[src/rtl/johnson_seq_ctrl.sv]
// Purpose : step controller for an N-stage Johnson ring (2N-phase sequencer) with
//           hold/abort, one-hot phase decode and illegal-state recovery.
// Latency : command accepted at edge k steps at edges k+1..k+steps; o_done in the cycle after.
// Backpr. : o_cmd_ready only in IDLE; i_hold freezes stepping 1:1 and i_abort drops the command.
//
// Ports
//   i_clk, i_rst          clock, synchronous active-high reset
//   i_cmd_valid/o_cmd_ready, i_cmd_steps, i_cmd_dir   step command handshake (dir 1 = reverse)
//   i_hold, i_abort       freeze / terminate a running command
//   i_ld, i_ld_q          preset the ring while idle
//   o_q                   ring state (MSB = o_q[N_STAGES-1])
//   o_phase, o_phase_idx  one-hot phase and forward phase index, decoded from o_q
//   o_busy, o_done, o_err running, completion pulse, illegal-state pulse

module johnson_seq_ctrl #(
   parameter int N_STAGES = 3,
   parameter int CNT_W    = 8
) (
   input  logic                          i_clk,
   input  logic                          i_rst,
   input  logic                          i_cmd_valid,
   output logic                          o_cmd_ready,
   input  logic [CNT_W-1:0]              i_cmd_steps,
   input  logic                          i_cmd_dir,
   input  logic                          i_hold,
   input  logic                          i_abort,
   input  logic                          i_ld,
   input  logic [N_STAGES-1:0]           i_ld_q,
   output logic [N_STAGES-1:0]           o_q,
   output logic [2*N_STAGES-1:0]         o_phase,
   output logic [$clog2(2*N_STAGES)-1:0] o_phase_idx,
   output logic                          o_busy,
   output logic                          o_done,
   output logic                          o_err
);

   localparam int PH_W  = 2 * N_STAGES;
   localparam int IDX_W = $clog2(PH_W);

   // One-hot encoding so the handshake/status outputs come straight off state flops.
   typedef enum logic [4:0] {
      S_IDLE = 5'b00001,
      S_RUN  = 5'b00010,
      S_HOLD = 5'b00100,
      S_DONE = 5'b01000,
      S_ERR  = 5'b10000
   } state_t;

   state_t              state;
   logic [N_STAGES-1:0] q;
   logic [N_STAGES-1:0] q_fwd;
   logic [N_STAGES-1:0] q_rev;
   logic [N_STAGES-1:0] q_step;
   logic [CNT_W-1:0]    rem;
   logic                dir;
   logic                legal;
   logic [IDX_W-1:0]    idx;

   // ------------------------------------------------------------------
   // Next ring value in either direction
   // ------------------------------------------------------------------
   assign q_fwd  = {~q[0], q[N_STAGES-1:1]};
   assign q_rev  = {q[N_STAGES-2:0], ~q[N_STAGES-1]};
   assign q_step = dir ? q_rev : q_fwd;

   // ------------------------------------------------------------------
   // Legality: a Johnson state has at most one transition between
   // neighbouring bits (0..01..1 or 1..10..0).
   // ------------------------------------------------------------------
   always_comb begin : legal_chk
      int edges;
      edges = 0;
      for (int i = 0; i < N_STAGES - 1; i++) begin
         if (q[i] != q[i+1]) edges++;
      end
      legal = (edges <= 1);
   end

   // ------------------------------------------------------------------
   // Phase index. With q[0]==0 the ring is filling with ones from the MSB,
   // so the index is the count of ones; with q[0]==1 it is draining, so the
   // index is N plus the count of zeros. Illegal states decode to index 0.
   // ------------------------------------------------------------------
   always_comb begin : idx_dec
      int ones;
      ones = 0;
      for (int i = 0; i < N_STAGES; i++) begin
         if (q[i]) ones++;
      end
      if (!legal)
         idx = '0;
      else if (!q[0])
         idx = IDX_W'(ones);
      else
         idx = IDX_W'(2 * N_STAGES - ones);
   end

   assign o_q         = q;
   assign o_phase_idx = idx;
   assign o_phase     = legal ? (PH_W'(1) << idx) : '0;

   assign o_cmd_ready = state[0];
   assign o_busy      = state[1] | state[2];
   assign o_done      = state[3];
   assign o_err       = state[4];

   // ------------------------------------------------------------------
   // Sequencer FSM. Priority: reset > illegal ring > abort > hold > step.
   // A hold cycle replaces exactly one step: the edge on which i_hold is
   // seen low again (in HOLD) already steps, so the latency grows 1:1.
   // ------------------------------------------------------------------
   always_ff @(posedge i_clk) begin
      if (i_rst) begin
         state <= S_IDLE;
         q     <= '0;
         rem   <= '0;
         dir   <= 1'b0;
      end else if (state != S_ERR && !legal) begin
         // Ring is left as-is; it is cleared on the way out of ERR.
         state <= S_ERR;
      end else begin
         case (state)
            S_IDLE: begin
               if (i_cmd_valid) begin
                  dir   <= i_cmd_dir;
                  rem   <= i_cmd_steps;
                  state <= (i_cmd_steps == '0) ? S_DONE : S_RUN;
               end else if (i_ld) begin
                  q <= i_ld_q;
               end
            end
            S_RUN, S_HOLD: begin
               if (i_abort) begin
                  state <= S_IDLE;
               end else if (i_hold) begin
                  state <= S_HOLD;
               end else begin
                  q     <= q_step;
                  rem   <= rem - CNT_W'(1);
                  state <= (rem == CNT_W'(1)) ? S_DONE : S_RUN;
               end
            end
            S_DONE: begin
               state <= S_IDLE;
            end
            S_ERR: begin
               q     <= '0;
               rem   <= '0;
               state <= S_IDLE;
            end
            default: begin
               state <= S_IDLE;
            end
         endcase
      end
   end

endmodule
[config.mk]
export PLATFORM = sky130hd
export DESIGN_NAME = johnson_seq_ctrl
export DESIGN_NICKNAME = d
export VERILOG_FILES = /design/src/rtl/johnson_seq_ctrl.sv
export SDC_FILE = /design/constraint.sdc
export NUM_CORES = 1
export LEC_CHECK = 0
export CAP_MARGIN = 20
export CORE_MARGIN = 5
export CORE_UTILIZATION = 52
export CTS_CLUSTER_SIZE = 40
export DETAILED_ROUTE_END_ITERATION = 8
export PLACE_DENSITY = 0.85
export SYNTH_ARGS = -nofsm -noshare
export SYNTH_HDL_FRONTEND = slang
export SYNTH_SLANG_ARGS = --single-unit
[constraint.sdc]
create_clock -name i_clk -period 3.2 [get_ports i_clk]
set_clock_uncertainty 0.05 [all_clocks]
set_input_delay 0.48 -clock i_clk [delete_from_list [all_inputs] [get_ports i_clk]]
set_output_delay 0.48 -clock i_clk [all_outputs]
set_load 0.02 [all_outputs]
==> impl_metrics.json <==
{
  "status": "finished, final reports clean",
  "power_frac_comb_pct": 68.8,
  "worstPathMaxFanout": 11,
  "place_area_sq_um": 1585,
  "peakVddDrop_v": 0.0006069,
  "r2r_setup_slack_ns": 1.07,
  "hold_viol": 0,
  "dr_total_vias": 1352,
  "drv_cap": 0,
  "grt_overflow": 0,
  "timing.final.crit_share_pct": 96.37,
  "arrival_ns": 2.55,
  "holdPathStages": 2,
  "post-dp-hpwl_um": 2665,
  "vias_per_cell": 6.202,
  "switching_power_mw": 0.7975,
  "ys_warn_count": 0,
  "fp.coreArea_sq_um": 2410,
  "wl_um": 3584,
  "synth_largest_area_cell": "dfxtp_1",
  "min_path_type": "flip-flop to flip-flop",
  "tightest_slew_ns": 0.7517,
  "fillCellCount": 211,
  "cts_num_sinks": 17,
  "io-pin-count": 34,
  "p_int_mw": 0.8116,
  "grt_pass1_wl_um": 5658,
  "period_needed_ns": 3.084,
  "final_util_pct": 68.38,
  "r2r_cells": 5,
  "synth_edf_count": 0,
  "syn-cell-area_sq_um": 1270,
  "cpPeakStageDelay_ns": 0.61,
  "relSlewSlack_pct": 49.70,
  "final_cell_area_sq_um": 1648,
  "sequentialPowerShare_pct": 23.6,
  "p_per_area_nw_per_um2": 976.5,
  "die_area_sq_um": 3531,
  "drive_above_1_share_pct": 7.979,
  "grt_max_degree": 17,
  "die_y_um": 59.42,
  "synth_seq_cells": 17,
  "timing.rr.start": "state[1]$_SDFFE_PP0P_",
  "layout.nets": 211,
  "drcViolationCount": 0,
  "antenna_found_initial": 0,
  "cts_made_buffers": 3,
  "firstDrtPassIters": 4,
  "slew_violations": 0,
  "seq_area_frac_synth_pct": 26.80,
  "die-width_um": 59.42,
  "clock.fmax_mhz": 324.3,
  "cp_slowest_cell": "clkdlybuf4s50_1",
  "crit_type": "flip-flop to primary output",
  "p_sw_share_pct": 49.56,
  "finalPower_mw": 1.609,
  "p_clk_share_pct": 7.6,
  "ys_types": 46,
  "synth.avg_cell_area_sq_um": 8.089,
  "ant_nets": 0,
  "port_buffers": 33,
  "cts_hold_buf": 0,
  "yosys.area.top_type_share_pct": 26.80,
  "wl_per_cell_um": 16.44,
  "globalplace.congestion": 0.9036,
  "cts_tree": "done",
  "synth_ff_type": "dfxtp_1",
  "syn_to_final_growth_pct": 29.75,
  "grt_pass1_vias": 1309,
  "synthTopCellsByArea": "dfxtp_1 (27%), a21oi_1 (5.9%), xor2_1 (4.8%), nor2_1 (4.1%), a311oi_1 (4.1%)",
  "synthArstFlopShare_pct": 0,
  "yosysMostFrequentCell": "dfxtp_1",
  "cp-end-kind": "primary output",
  "cts_max_path_buffers": 2,
  "start_util_pct": 52.70,
  "p_leak_nw": 0.6533,
  "setup-violations-final": 0,
  "syn_nets": 179,
  "synth_commonest_cells": "dfxtp_1 (17), a21oi_1 (15), nor2_1 (14), nand2_1 (12), inv_1 (8)",
  "hold_end": "rem[7]$_SDFFE_PP0P_",
  "cts_max_level": 1,
  "rows": 18,
  "clockRootBuffer": "clkbuf_4",
  "grt_util_all_layers_pct": 20.88,
  "syn_inst": 157,
  "required_ns": 2.67,
  "crit_chain": "inv_1 > ha_4 > nand2b_1 > o21ai_0 > nand2_1 > o221ai_4 > nor2b_1 > clkdlybuf4s50_1",
  "r2r-end": "rem[5]$_SDFFE_PP0P_",
  "clk_latency_ns": 0.30,
  "diodes": 0,
  "drt_iter0_drc": 58,
  "hold_path.startpoint": "rem[7]$_SDFFE_PP0P_",
  "clk_pin_slew_ns": 0.11,
  "cp-start-kind": "flip-flop"
}
-- power groups by stage --
stage / clock network (mW) / logic, mW / registers, mW
floorplan: 0 / 0.771 / 0.376
global placement: 0 / 1.02 / 0.372
detailed placement: 0 / 1.06 / 0.377
CTS: 0.124 / 1.07 / 0.375
global route: 0.134 / 1.20 / 0.390
finish: 0.122 / 1.11 / 0.380
-- cells in the final DEF (no fill, tap or decap), drive strengths merged, types with 5 or more instances in the layout --
| master | n |
|---|---|
| a22oi | 5 |
| inv | 8 |
| a211oi | 5 |
| a21oi | 15 |
| nor2 | 15 |
| a311oi | 6 |
| nand3 | 5 |
| nand2 | 12 |
| o21ai | 5 |
| xor2 | 7 |
| dfxtp | 17 |
| clkdlybuf4s50 | 30 |
-- timing repair --
action,4_1_cts,5_1_grt
resized for setup,4,4
setup buffers,0,0
endpoints found under the setup margin,6,5
pin swaps,0,0
-- stage by stage --
stage	TNS (ns)	worst slack [ns]	hold slack, ns	std cells
3_5_place_dp	-0.01814	-0.01814	0.4637	214
5_1_grt	-0.01693	-0.01693	0.5102	218
3_3_place_gp	0	0.2194	0.4372	214
2_1_floorplan	0	0.06564	0.4182	157
4_1_cts	0	-0.0000004441	0.4792	218
6_report	0	0.1160	0.4758	218
-- registers in the layout, indices dropped and copies added, names as in the netlist --
| register | cells |
|---|---|
| o_q | 3 |
| dir | 1 |
| rem | 8 |
| state | 5 |
-- how the worst max path moves through the flow --
stage          slack [ns]                 from    endpoint
2_1_floorplan        0.07  o_q[0]$_SDFFE_PP0P_  o_phase[5]
3_3_place_gp         0.22  o_q[1]$_SDFFE_PP0P_  o_phase[3]
3_5_place_dp        -0.02  o_q[1]$_SDFFE_PP0P_  o_phase[3]
4_1_cts        -0.0000004  o_q[1]$_SDFFE_PP0P_  o_phase[5]
5_1_grt             -0.02  o_q[1]$_SDFFE_PP0P_  o_phase[2]
6_report             0.12  o_q[1]$_SDFFE_PP0P_  o_phase[2]
-- critical path, delay by kind of cell, from the launching register on --
kind / cells / cell delay (ns)
DFF: 1 / 0.42
AOI/OAI and AO/OA: 2 / 0.35
buffers and inverters: 2 / 0.72
and+or+nand+nor: 3 / 0.41
adders and majority gates: 1 / 0.35
-- routing by layer --
| layer | global-route usage [%] | vias up | wire length, um |
|---|---|---|---|
| met5 | 0 | - | 0 |
| met4 | 11.00 | 0 | 117 |
| met1 | 22.76 | 614 | 1377 |
| met3 | 2.832 | 15 | 311 |
| li1 | - | 646 | - |
| met2 | 38.38 | 77 | 1777 |
-- layout make-up --
cell class	count	area [sq um]	share of cell area (%)
Clock buffer	3	22.52	1.367
Sequential cell	17	341.6	20.73
Timing Repair Buffer	34	341.6	20.73
Clock inverter	1	5.005	0.3037
Tap cell	30	37.54	2.278
Multi-Input combinational cell	125	869.6	52.77
Inverter	8	30.03	1.822
-- cells by family after synthesis --
family,share of synthesized area (%)
buf+inv,7.093
fa+ha+maj,3.941
flops,26.80
compound gates,27.10
simple gates,25.71
xor+xnor,6.207
mux,3.153
Note: power is estimated with default switching activity, not from simulation.
